File: config.mk
export PLATFORM = sky130hd
export DESIGN_NAME = mem_arbiter
export DESIGN_NICKNAME = d
export VERILOG_FILES = /design/src/rtl/pdp8_pkg.sv /design/src/rtl/mem_arbiter.sv
export SDC_FILE = /design/constraint.sdc
export NUM_CORES = 1
export LEC_CHECK = 0
export BUFFER_PORTS_ARGS = -buffer_cell sky130_fd_sc_hd__buf_2
export CORE_ASPECT_RATIO = 0.7
export CORE_UTILIZATION = 35
export DETAILED_ROUTE_END_ITERATION = 7
export SLEW_MARGIN = 5
export SYNTH_ARGS = -nofsm -noshare
export SYNTH_HDL_FRONTEND = slang
export SYNTH_SLANG_ARGS = --single-unit
File: constraint.sdc
create_clock -name clk -period 1.7 [get_ports clk]
set_input_delay 0.51 -clock clk [delete_from_list [all_inputs] [get_ports clk]]
set_output_delay 0.51 -clock clk [all_outputs]
set_load 0.005 [all_outputs]
File: src/rtl/pdp8_pkg.sv
// pdp8_pkg
// Shared PDP-8 core definitions: memory port widths plus the state and
// owner encodings used by the main-memory arbiter.
package pdp8_pkg;

  localparam int ADDR_WIDTH = 12;
  localparam int DATA_WIDTH = 12;

  // Arbiter sequencing states; one memory access in flight at a time.
  typedef enum logic [2:0] {
    IDLE     = 3'd0,
    RD_ISSUE = 3'd1,
    RD_CAPT  = 3'd2,
    WR_ISSUE = 3'd3,
    DONE     = 3'd4
  } mem_arb_state_t;

  // Which requester owns the access currently in flight.
  typedef enum logic [0:0] {
    OWN_IFU  = 1'b0,
    OWN_EXEC = 1'b1
  } mem_owner_t;

endpackage

File: src/rtl/mem_arbiter.sv
// mem_arbiter
// Shares the single main-memory port between the IFU (instruction reads)
// and the EXEC unit (operand reads and writes). One access is serialized at
// a time; EXEC has fixed priority over IFU, but after STARVE_LIMIT
// consecutive EXEC grants with an IFU request waiting, IFU is forced to win.
//
// Ports:
//   clk, reset              : rising-edge clock, synchronous active-high reset
//   ifu_rd_req/addr         : IFU read request (level) and address
//   ifu_rd_data/done        : IFU read data (held) and one-cycle done pulse
//   exec_rd_req/wr_req      : EXEC read / write requests (level)
//   exec_addr/wr_data       : EXEC address and write data
//   exec_rd_data/done       : EXEC read data (held) and one-cycle done pulse
//   mem_rd_req/wr_req       : memory read / write strobes
//   mem_addr/wr_data        : memory address and write data
//   mem_rd_data             : memory read data, valid the cycle after mem_rd_req
//   busy                    : high whenever the arbiter is not idle
module mem_arbiter
  import pdp8_pkg::*;
#(
  parameter int STARVE_LIMIT = 4
) (
  input  logic                  clk,
  input  logic                  reset,
  input  logic                  ifu_rd_req,
  input  logic [ADDR_WIDTH-1:0] ifu_rd_addr,
  output logic [DATA_WIDTH-1:0] ifu_rd_data,
  output logic                  ifu_rd_done,
  input  logic                  exec_rd_req,
  input  logic                  exec_wr_req,
  input  logic [ADDR_WIDTH-1:0] exec_addr,
  input  logic [DATA_WIDTH-1:0] exec_wr_data,
  output logic [DATA_WIDTH-1:0] exec_rd_data,
  output logic                  exec_done,
  output logic                  mem_rd_req,
  output logic                  mem_wr_req,
  output logic [ADDR_WIDTH-1:0] mem_addr,
  output logic [DATA_WIDTH-1:0] mem_wr_data,
  input  logic [DATA_WIDTH-1:0] mem_rd_data,
  output logic                  busy
);

  localparam logic [2:0] STREAK_MAX = 3'(STARVE_LIMIT);

  mem_arb_state_t         state_r;
  mem_arb_state_t         next_state_s;
  mem_owner_t             owner_r;
  logic [2:0]             streak_r;

  logic                   exec_any_s;
  logic                   starved_s;
  logic                   grant_valid_s;
  mem_owner_t             grant_owner_s;
  logic                   grant_wr_s;
  logic [ADDR_WIDTH-1:0]  grant_addr_s;
  logic [2:0]             streak_next_s;

  logic [DATA_WIDTH-1:0]  ifu_rd_data_r;
  logic [DATA_WIDTH-1:0]  exec_rd_data_r;
  logic                   ifu_rd_done_r;
  logic                   exec_done_r;
  logic                   mem_rd_req_r;
  logic                   mem_wr_req_r;
  logic [ADDR_WIDTH-1:0]  mem_addr_r;
  logic [DATA_WIDTH-1:0]  mem_wr_data_r;
  logic                   busy_r;

  // Arbitration: pick the winner among pending requests and the next streak.
  always_comb begin
    exec_any_s    = exec_wr_req | exec_rd_req;
    starved_s     = (streak_r == STREAK_MAX);
    grant_valid_s = exec_any_s | ifu_rd_req;

    // IFU wins when EXEC is silent or when IFU has been starved long enough.
    if (ifu_rd_req && (!exec_any_s || starved_s)) begin
      grant_owner_s = OWN_IFU;
      grant_wr_s    = 1'b0;
      grant_addr_s  = ifu_rd_addr;
    end else begin
      grant_owner_s = OWN_EXEC;
      // A simultaneous write and read is served write-first; the read stays pending.
      grant_wr_s    = exec_wr_req;
      grant_addr_s  = exec_addr;
    end

    // The streak only counts EXEC wins that actually held off a waiting IFU.
    if (!grant_valid_s) begin
      streak_next_s = streak_r;
    end else if (grant_owner_s == OWN_IFU) begin
      streak_next_s = 3'd0;
    end else if (ifu_rd_req) begin
      if (starved_s) begin
        streak_next_s = streak_r;
      end else begin
        streak_next_s = streak_r + 3'd1;
      end
    end else begin
      streak_next_s = 3'd0;
    end
  end

  // State register.
  always_ff @(posedge clk) begin
    if (reset) begin
      state_r <= IDLE;
    end else begin
      state_r <= next_state_s;
    end
  end

  // Next-state logic; requests are only looked at in IDLE.
  always_comb begin
    next_state_s = state_r;
    case (state_r)
      IDLE: begin
        if (grant_valid_s) begin
          if (grant_wr_s) begin
            next_state_s = WR_ISSUE;
          end else begin
            next_state_s = RD_ISSUE;
          end
        end else begin
          next_state_s = IDLE;
        end
      end
      RD_ISSUE: next_state_s = RD_CAPT;
      RD_CAPT:  next_state_s = DONE;
      WR_ISSUE: next_state_s = DONE;
      DONE:     next_state_s = IDLE;
      default:  next_state_s = IDLE;
    endcase
  end

  // Grant latch, streak counter and read-data capture.
  always_ff @(posedge clk) begin
    if (reset) begin
      owner_r        <= OWN_IFU;
      streak_r       <= 3'd0;
      mem_addr_r     <= '0;
      mem_wr_data_r  <= '0;
      ifu_rd_data_r  <= '0;
      exec_rd_data_r <= '0;
    end else begin
      if ((state_r == IDLE) && grant_valid_s) begin
        owner_r    <= grant_owner_s;
        streak_r   <= streak_next_s;
        mem_addr_r <= grant_addr_s;
        if (grant_wr_s) begin
          mem_wr_data_r <= exec_wr_data;
        end
      end
      // Only the owner's data register is touched.
      if (state_r == RD_CAPT) begin
        if (owner_r == OWN_IFU) begin
          ifu_rd_data_r <= mem_rd_data;
        end else begin
          exec_rd_data_r <= mem_rd_data;
        end
      end
    end
  end

  // Strobes, done pulses and busy are registered from the next state so
  // they line up exactly with the state they describe.
  always_ff @(posedge clk) begin
    if (reset) begin
      mem_rd_req_r  <= 1'b0;
      mem_wr_req_r  <= 1'b0;
      ifu_rd_done_r <= 1'b0;
      exec_done_r   <= 1'b0;
      busy_r        <= 1'b0;
    end else begin
      mem_rd_req_r  <= (next_state_s == RD_ISSUE);
      mem_wr_req_r  <= (next_state_s == WR_ISSUE);
      ifu_rd_done_r <= (next_state_s == DONE) && (owner_r == OWN_IFU);
      exec_done_r   <= (next_state_s == DONE) && (owner_r == OWN_EXEC);
      busy_r        <= (next_state_s != IDLE);
    end
  end

  assign ifu_rd_data  = ifu_rd_data_r;
  assign ifu_rd_done  = ifu_rd_done_r;
  assign exec_rd_data = exec_rd_data_r;
  assign exec_done    = exec_done_r;
  assign mem_rd_req   = mem_rd_req_r;
  assign mem_wr_req   = mem_wr_req_r;
  assign mem_addr     = mem_addr_r;
  assign mem_wr_data  = mem_wr_data_r;
  assign busy         = busy_r;

endmodule

# == Word level (Yosys, flattened, before mapping) ==
# Cells that the tools add are included.
# W data, S select, Z words.
# totals
in_bits,53
wordCells,46
out_inout_bits,53
regBits,60
# op_classes
eq_ne,8
n_reduce_logical,13
add_sub_neg,1
muxes,9
n_bitwise,3
# op_table
operator,n
$mux W12,1
$mux W3,4
$eq A3 B2 Y1 const B,3
$pmux W3 S3,1
$eq A3 B1 Y1 const B,2
$eq A3 B3 Y1 const B,2
$reduce_and A2 Y1,3
$logic_and A1 B1 Y1,4
$add A3 B1 Y3 const B,1
$logic_not A3 Y1,1
$ne A3 B2 Y1 const B,1
$reduce_and A3 Y1,1
$reduce_bool A3 Y1,1
$mux W1,2
$mux W2,1
$or A1 B1 Y1,2
$reduce_or A2 Y1,1
$logic_not A1 Y1,1
$logic_or A1 B1 Y1,1
$not A1 Y1,1

# == Logic depth before layout (Yosys ltp) ==
# Gate-level depths: netlist of the first run.
# depth
depth_word,10
ltp_mapped,6
mapped_depth_nobuf,5

# == Worst setup path before layout of the first run ==
# No wires, ideal clock.
# synth_path
kind,input port to flip-flop
from,in ifu_rd_req
to,reg owner_r
required_ps,1558
t_arrival_ps,1441
path_buffers,3
slack_ps,118
path_stages,6
setup_time_ps,142
cell_sequence,buf_2 or3_1 buf_2 buf_2 a21oi_1 a311oi_1
# synth_via
elab_chain_len,2
elab_cells_between_ends,4
cone_classes,mux: 1; bitwise: 1; reduce/logical: 2
# synth_lines
element,line_no,text
from (decl),mem_arbiter.sv:25,"input logic ifu_rd_req,"
$logic_and A1 B1 Y1 or $or A1 B1 Y1 (tied branches),"mem_arbiter.sv:75, mem_arbiter.sv:72",
$mux W1 or $logic_and A1 B1 Y1 (tied branches),"mem_arbiter.sv:75, mem_arbiter.sv:144",
to (signal assigned),mem_arbiter.sv:145,owner_r <= grant_owner_s;
to (decl),mem_arbiter.sv:47,mem_owner_t owner_r;
# Parallel ways exist; a longest one is shown, timed or not.
# A chain may end at the register's enable or synchronous reset.

# == Final worst setup path of the first run ==
# layout_path
from,reg streak_r[0]
to,reg busy_r (netlist: busy)
# layout_via
elab_chain_len,8
# layout_lines
element,line_no,text
from (decl),mem_arbiter.sv:48,logic [2:0] streak_r;
from (signal assigned),mem_arbiter.sv:146,streak_r <= streak_next_s;
$eq A3 B3 Y1,mem_arbiter.sv:71,starved_s = (streak_r == STREAK_MAX);
$logic_or A1 B1 Y1,mem_arbiter.sv:75,if (ifu_rd_req && (!exec_any_s || starved_s)) begin
$logic_and A1 B1 Y1,mem_arbiter.sv:75,
$mux W1,mem_arbiter.sv:75,
$mux W2,mem_arbiter.sv:117,if (grant_wr_s) begin
$mux W3,mem_arbiter.sv:116,if (grant_valid_s) begin
$pmux W3 S3,mem_arbiter.sv:114,case (state_r)
$reduce_bool A3 Y1,mem_arbiter.sv:177,busy_r <= (next_state_s != IDLE);
to (signal assigned),mem_arbiter.sv:177,
to (decl),mem_arbiter.sv:66,logic busy_r;
# No other way between the ends.

==> reports/metrics.csv, run 1 <==
metric,value,unit
ctsHoldBuffers,0,
start_kind,register,
yosys.area.top_type_share,47.20,%
rsz0062_at_grt,false,
fin_hold_ws,397.5,ps
root_buffer,clkbuf_8,
power,3.823,mW
num_antenna_cells,0,
r2r_slack,170,ps
r2r_start,streak_r[0]$_SDFFE_PP0P_,
grt_overflow_total,0,
yosysWarningCount,0,
internal_power,2.871,mW
drt_first_iter_violations,71,
synth.most_common_cell,dfxtp_1,
ys_types,37,
track_usage,18.13,%
tns,0,ps
reg2reg_depth,6,
drt-pass1-iter-count,4,
viasPerCell,5.111,
synth.avg_cell_area,8.930,um^2
final_cells,496,
drive_gt1_share,41.54,%
cp.buffers_inverters,2,
maxCapViolations,0,
hold_viol_final,0,
power_leakage,1.510,nW
finalCritPeriodShare,90.07,%
ys.flop_type,dfxtp_1,
fp.dieW,103.9,um
p_per_area,1095,mW/mm^2
synth_async_sr_flop_share,0,%
start_util,36.98,%
endpoint,busy$_SDFF_PP0_,
synth-compound-area-share,26.01,%
dieArea,0.007622,mm^2
synth-simple-area-share,17.31,%
grt_pass1_wl,10820,um
clock_latency,340,ps
combinationalPowerShare,16.5,%
switching_power,0.9520,mW
synth_cells,285,
clockBufferDepth,2,
ys_seq_area_share,47.20,%
gp_congestion,0.7914,
arrival,1730,ps
syn_to_final_growth,37.22,%
place_area,0.003237,mm^2
synth_edf_count,0,
synth_top_family_by_area,compound AO/OA/AOI/OAI gates,
syn-num-nets,340,
grt_max_degree,24,
required,1900,ps
crit_path_max_incr_delay,330,ps
p_sw_share,24.90,%
ys_ff_latch,60,
slew_headroom,72.01,%
clockPowerShare,42.0,%
place_inst,480,
cts.sinks,60,
hpwl,4920,um
die_h,73.35,um
io_buffers,105,
ios,106,
clk_pin_slew,70,ps
finClkSkew,7.251,ps
dp_slack,55.63,ps
core,0.006882,mm^2
critical_path.top_delay_family,compound AO/OA/AOI/OAI gates,
synthesis.area,0.002545,mm^2
crit_fanout,13,
ant_nets,0,
finalMaxSlewViolations,0,
core.rowCount,25,
hold_class,in2reg,
synth.area.mux_share,0,%
num_vias,2535,
grt_pass1_vias,2306,
fin_crit,1531,ps
setup_viol,0,
antenna_found_initial,0,
yosys-top-cells-count,"60 x dfxtp_1, 48 x nand2_1, 40 x a21oi_1",
crit_start,streak_r[0]$_SDFFE_PP0P_,
avgRoutedWirePerCell,13.69,um
max-vdd-ir-drop,369.2,uV
synth_area_leaders,"dfxtp_1 47%, a311oi_1 8.6%, a21oi_1 7.9%",
cts_htree_levels,3,
status,"complete, no violations",
reg2reg_to,busy$_SDFF_PP0_,
seqPwrFrac,41.5,%
worst_slack,168.7,ps
yosysTopAreaCell,dfxtp_1,
drc,0,
slowest_stage,dfxtp_1,
synthAdderAreaFrac,0.9833,%
worst_pin_slew,419.4,ps
cts_tree,done,
synthXorXnorAreaFrac,0,%
cp_cell_sequence,"inv_1, ha_1, nand3_1, buf_4, a21oi_1, a211oi_1",
final_core_util,50.75,%
cp.depth,6,
max_freq,653.1,MHz
cp-end-kind,register,
stdcell_area,0.003492,mm^2
nets,452,
cts_buffers,9,
crit_type,reg2reg,
wl,6792,um
-- worst register-to-register path, delay by kind of cell (launching register included) --
family / cells / cell delay [ps]
compound gates: 2 / 440
fa+ha+maj: 1 / 230
buf+inv: 2 / 290
flops: 1 / 330
simple gates: 1 / 120
-- how the worst min path moves through the flow --
stage | startpoint | end | cells past startpoint
after floorplan | exec_rd_data[0]$_SDFFE_PP0P_ | exec_rd_data[0]$_SDFFE_PP0P_ | 2
after global placement | exec_rd_data[9]$_SDFFE_PP0P_ | exec_rd_data[9]$_SDFFE_PP0P_ | 2
after detailed placement | ifu_rd_data[11]$_SDFFE_PP0P_ | ifu_rd_data[11]$_SDFFE_PP0P_ | 2
after CTS | exec_wr_data[6] | mem_wr_data[6]$_SDFFE_PP0P_ | 2
after global routing | exec_wr_data[4] | mem_wr_data[4]$_SDFFE_PP0P_ | 2
final | exec_wr_data[3] | mem_wr_data[3]$_SDFFE_PP0P_ | 2
-- layer usage --
metal | wire (um) | part of all wire (%) | global-route usage, %
met4 | 74 | 1.1 | 7.619
met5 | 0 | 0 | 0
met2 | 2987 | 44 | 28.30
met1 | 3374 | 50 | 23.64
met3 | 356 | 5.2 | 5.324
-- logic make-up (layout without fill, tap and decap cells) --
family / after synthesis / in the layout
adder cells (fa/ha/maj): 2 / 2
AO/OA/AOI/OAI: 97 / 97
AND/OR/NAND/NOR: 82 / 82
buffers and inverters: 44 / 161
flip-flops: 60 / 60
-- power by group through the flow --
stage / Clock, mW / Sequential [mW] / Combinational, mW
3_5_place_dp: 0 / 1.61 / 0.631
4_1_cts: 1.65 / 1.59 / 0.632
6_report: 1.61 / 1.59 / 0.631
2_1_floorplan: 0 / 1.62 / 0.362
5_1_grt: 1.71 / 1.60 / 0.699
3_3_place_gp: 0 / 1.61 / 0.622
-- cell usage in the layout, fill, tap and decap left out, types with 2 or more instances in the layout --
cell,netlist,layout
nor4b_2,2,2
buf_2,11,105
buf_12,0,2
nand2_1,48,48
buf_4,2,22
nand4_1,2,2
o21ai_0,13,13
a31o_2,12,12
nor3_4,2,2
inv_1,16,16
nand3_1,13,13
a21oi_1,40,40
dfxtp_1,60,60
ha_1,2,2
bufinv_16,0,3
a311oi_1,25,25
nor3b_1,2,2
clkbuf_8,0,11
-- final cells by class --
cell class                 count  area [um^2]
inverter                      16        60.06
multi-input combinational    181         1132
clock inverter                 4        95.09
fill                         682         3390
sequential                    60         1201
tap                           94        117.6
timing repair buffer         129        730.7
clock buffer                  12        155.1
-- sequential cells by signal, indices dropped and copies added, names as in the netlist, 3 cells and up --
signal        cells
streak_r          3
mem_wr_data      12
exec_rd_data     12
state_r           3
ifu_rd_data      12
mem_addr         12
-- what timing repair did --
action / 4_1_cts / 5_1_grt
endpoints found under the setup margin: 0 / 10
gates resized for setup: 0 / 1
buffers inserted: 0 / 0
(Power assumes the default switching activity.)
==> run 2: changes to the inputs <==
- CORE_ASPECT_RATIO: 0.7 -> 2
==> run 2 against run 1 <==
Clock skew decreased by 1.4 ps. Fmax decreased by 2.5%. Total power increased by 5.2%. Highest routed layer unchanged.
==> reports/metrics.csv, run 2 (synthesis results as in run 1) <==
metric,value,unit
status,"complete, no violations",
hpwl,5262,um
core.rowCount,43,
fin_crit,1571,ps
reg2reg_depth,5,
rsz0062_at_grt,false,
die_h,122.6,um
antenna_found_initial,0,
cp_cell_sequence,"inv_1, ha_1, nand3_1, and3_1, a31o_2",
clockBufferDepth,2,
grt_pass1_wl,11540,um
setup_viol,0,
finalCritPeriodShare,92.39,%
num_vias,2540,
multiInputGateArea,0.001136,mm^2
io_buffers,105,
worst_pin_slew,453.7,ps
drt-pass1-iter-count,4,
max-vdd-ir-drop,573.9,uV
nets,448,
regArea,0.001201,mm^2
hold_path_depth,2,
place_inst,472,
power,4.020,mW
wl,7135,um
crit_start,streak_r[0]$_SDFFE_PP0P_,
arrival,1840,ps
grt_overflow_total,0,
crit_path_max_incr_delay,460,ps
fin_hold_ws,411.0,ps
r2r_start,streak_r[0]$_SDFFE_PP0P_,
p_per_area,1148,mW/mm^2
syn_to_final_growth,37.56,%
finClkSkew,5.856,ps
drc,0,
nFillCells,688,
cp-end-kind,register,
max_freq,636.7,MHz
slowest_stage,and3_1,
hold_viol_final,0,
ios,106,
drt_first_iter_violations,133,
tns,0,ps
final_common_cell,buf_2,
grt_max_degree,21,
track_usage,19.66,%
power_leakage,1.503,nW
layout_common_cells,"105 x buf_2, 60 x dfxtp_1, 48 x nand2_1, 39 x a21oi_1, 25 x a311oi_1",
grt_pass1_vias,2514,
post-cts-setup-buffer-count,0,
start_kind,register,
cts_tree,done,
root_buffer,clkbuf_16,
clk_pin_slew,50,ps
maxCapViolations,0,
cts.sinks,60,
final_core_util,50.05,%
required,1970,ps
fp.dieW,62.30,um
r2r_slack,130,ps
gp_congestion,0.8071,
crit_type,reg2reg,
avgRoutedWirePerCell,14.62,um
final_cells,488,
drive_gt1_share,41.46,%
endpoint,mem_wr_data[0]$_SDFFE_PP0P_,
crit_fanout,12,
critical_path.top_delay_family,simple AND/OR/NAND/NOR gates,
viasPerCell,5.205,
num_antenna_cells,0,
cp.depth,5,
ctsHoldBuffers,0,
core,0.006994,mm^2
ant_nets,0,
hold_class,in2reg,
start_util,36.39,%
finalMaxSlewViolations,0,
clock_latency,330,ps
cts_buffers,9,
cp.buffers_inverters,1,
reg2reg_to,mem_wr_data[0]$_SDFFE_PP0P_,
dieArea,0.007637,mm^2
cts_htree_levels,3,
slew_headroom,69.75,%
-- run 2: changes by cell type in the layout (fill, tap and decap cells not counted), sizes merged --
cell | previous run | this run
buf | 129 | 125
bufinv | 3 | 1
clkbuf | 12 | 10
clkinv | 1 | 3
clkinvlp | 0 | 2
-- run 2: worst reg2reg max path, stage by stage, from the launching register on --
cell     delay [ps]
dfxtp_1         350
inv_1            70
ha_1            250
nand3_1         160
and3_1          460
a31o_2          220
-- run 2: stage by stage --
step	instance area (um^2)	setup WS, ps
final	3501	129.4
after global routing	3501	51.44
after CTS	3492	28.82
after detailed placement	3189	-38.88
after global placement	3189	19.14
after floorplan	2545	117.9
-- run 2: area by class of cell --
cell class,instances,area share [%]
flip-flops and latches,60,34.31
multi-input cells,181,32.45
repair buffers,125,19.66
clock buffers,10,6.826
well taps,90,3.217
clock inverters,6,1.823
inverters,16,1.716
-- run 2: per-layer routing --
layer / global-route usage, % / up-vias / part of all wire, %
met1: 19.86 / 1176 / 38
met3: 5.762 / 16 / 5.1
met2: 35.78 / 99 / 54
met5: 0 / - / 0
li1: - / 1249 / -
met4: 10.90 / 0 / 2.7
-- run 2: how the worst min path moves through the flow --
| stage | start | slack (ps) | end |
|---|---|---|---|
| global placement | ifu_rd_data[5]$_SDFFE_PP0P_ | 440 | ifu_rd_data[5]$_SDFFE_PP0P_ |
| floorplan | exec_rd_data[0]$_SDFFE_PP0P_ | 450 | exec_rd_data[0]$_SDFFE_PP0P_ |
| detailed placement | exec_rd_data[1]$_SDFFE_PP0P_ | 440 | exec_rd_data[1]$_SDFFE_PP0P_ |
| finish | exec_wr_data[10] | 410 | mem_wr_data[10]$_SDFFE_PP0P_ |
| global route | exec_wr_data[2] | 400 | mem_wr_data[2]$_SDFFE_PP0P_ |
| CTS | exec_wr_data[9] | 400 | mem_wr_data[9]$_SDFFE_PP0P_ |
-- run 2: power by group --
part | switching (mW) | internal (mW) | total, mW
Sequential | 0.0764 | 1.52 | 1.60
Combinational | 0.324 | 0.286 | 0.610
Clock | 0.643 | 1.17 | 1.81
-- run 2: what timing repair did --
item                                   4_1_cts  5_1_grt
setup endpoints to repair                    0       14
endpoints found under the hold margin        0        0
resized for setup                            0        2
==> run 3: changes to the inputs <==
- clock period: 1.7 -> 1.5 ns (I/O delays scaled with it)
==> run 3 against run 2 <==
Critical path depth rose by 2. Fmax rose by 7.6%. First-iteration DRC count rose by 30%. Sequential share of layout area is 2.3 points lower. Largest power group unchanged. Highest routed layer unchanged.
==> reports/metrics.csv, run 3 (synthesis results as in run 1) <==
metric,value,unit
finClkSkew,7.474,ps
finalCritPeriodShare,97.30,%
ios,106,
slew_headroom,72.82,%
crit_type,reg2reg,
clockPowerShare,44.6,%
maxCapViolations,0,
crit_fanout,7,
grt_pass1_vias,2415,
worst_slack,40.45,ps
slowest_stage,dfxtp_2,
clock_latency,330,ps
arrival,1700,ps
ant_nets,0,
cts_tree,done,
switching_power,1.156,mW
cp_cell_sequence,"inv_2, ha_4, buf_6, a2bb2oi_4, clkbuf_16, o21ai_0, a311oi_1",
place_inst,481,
seqPwrFrac,38.3,%
p_per_area,1254,mW/mm^2
post-cts-setup-buffer-count,0,
cts_buffers,9,
regArea,0.001207,mm^2
start_kind,register,
start_util,36.39,%
num_antenna_cells,0,
hold_viol_final,0,
fp.dieW,62.30,um
nFillCells,664,
viasPerCell,5.167,
cp-end-kind,register,
dieArea,0.007637,mm^2
max-vdd-ir-drop,878.3,uV
drt-pass1-iter-count,4,
grt_overflow_total,0,
core.rowCount,43,
drive_gt1_share,46.68,%
final_core_util,53.90,%
clk_pin_slew,50,ps
cts.sinks,60,
final_cells,497,
layout_common_cells,"105 x buf_2, 55 x dfxtp_1, 48 x nand2_1, 40 x a21oi_1, 23 x buf_4",
core,0.006994,mm^2
fin_crit,1460,ps
track_usage,19.67,%
status,"complete, no violations",
power_leakage,1.617,nW
grt_pass1_wl,11290,um
cts_htree_levels,3,
io_buffers,105,
clockBufferDepth,2,
gp_congestion,0.7502,
num_vias,2568,
multiInputGateArea,0.001229,mm^2
finalMaxSlewViolations,0,
avgRoutedWirePerCell,14.99,um
root_buffer,clkbuf_16,
tns,0,ps
internal_power,3.573,mW
combinationalPowerShare,17.2,%
wl,7450,um
required,1740,ps
dp_slack,-112.6,ps
antenna_found_initial,0,
p_sw_share,24.44,%
setup_viol,0,
crit_path_max_incr_delay,340,ps
worst_pin_slew,406.7,ps
drc,0,
final_common_cell,buf_2,
syn_to_final_growth,48.13,%
hpwl,5355,um
die_h,122.6,um
ctsHoldBuffers,0,
hold_class,in2reg,
drt_first_iter_violations,173,
grt_max_degree,29,
max_freq,685.1,MHz
nets,459,
==> run 3: cell count changes in the layout (fill, tap and decap cells not counted), moves of 3 or more <==
cell	previous run	this run
a311oi_1	25	19
a311oi_2	0	6
dfxtp_1	60	55
dfxtp_2	0	5
buf_4	19	23
buf_12	1	4
clkbuf_8	1	4
o21ai_0	13	10
==> run 3: per-layer routing <==
layer  global-route usage (%)  wire (um)  vias to the layer above
met1                    19.48       2765                     1179
li1                         -          -                     1271
met3                    5.390        433                       12
met5                        0          0                        -
met2                    36.74       4128                      106
met4                    10.47        122                        0
==> run 3: layout make-up <==
class	instances	share of cell area [%]
clock buffer	13	7.434
clock inverter	1	0.7965
inverter	16	1.593
multi-input combinational	181	32.59
sequential	60	32.03
tap	90	2.987
timing repair buffer	136	22.57
==> run 3: repair_timing <==
action | 4_1_cts | 5_1_grt
pin swaps | 0 | 7
gates resized for setup | 6 | 23
endpoints found under the hold margin | 0 | 0
cloned | 0 | 2
endpoints found under the setup margin | 27 | 27
==> run 3: worst max-delay path: cells and delay by family, from the launching register on <==
| family | cells | cell delay (ps) |
|---|---|---|
| buffers and inverters | 3 | 350 |
| AO/OA/AOI/OAI | 3 | 530 |
| adder cells (fa/ha/maj) | 1 | 160 |
| flip-flops | 1 | 340 |
==> run 3: path summary, 6_finish.rpt <==
kind | startpoint | endpoint | slack, ps | cells past startpoint
max reg2reg | streak_r[1]$_SDFFE_PP0P_ | mem_addr[4]$_SDFFE_PP0P_ | 40 | 7
max | streak_r[1]$_SDFFE_PP0P_ | mem_addr[4]$_SDFFE_PP0P_ | 40 | 7
min | exec_wr_data[7] | mem_wr_data[7]$_SDFFE_PP0P_ | 350 | 2
min reg2reg | exec_rd_data[1]$_SDFFE_PP0P_ | exec_rd_data[1]$_SDFFE_PP0P_ | 450 | 2
==> run 3: power groups by stage <==
stage | Combinational, mW | Clock (mW) | Sequential [mW]
4_1_cts | 0.759 | 2.15 | 1.81
5_1_grt | 0.886 | 2.25 | 1.82
2_1_floorplan | 0.413 | 0 | 1.83
6_report | 0.812 | 2.11 | 1.81
3_3_place_gp | 0.731 | 0 | 1.83
3_5_place_dp | 0.740 | 0 | 1.84
==> run 3: stage by stage <==
step / hold slack [ps] / total power, mW / cell area (um^2)
finish: 348.7 / 4.728 / 3770
CTS: 336.5 / 4.721 / 3632
global placement: 438.2 / 2.562 / 3294
floorplan: 452.7 / 2.247 / 2554
global route: 343.6 / 4.954 / 3770
detailed placement: 447.7 / 2.577 / 3294
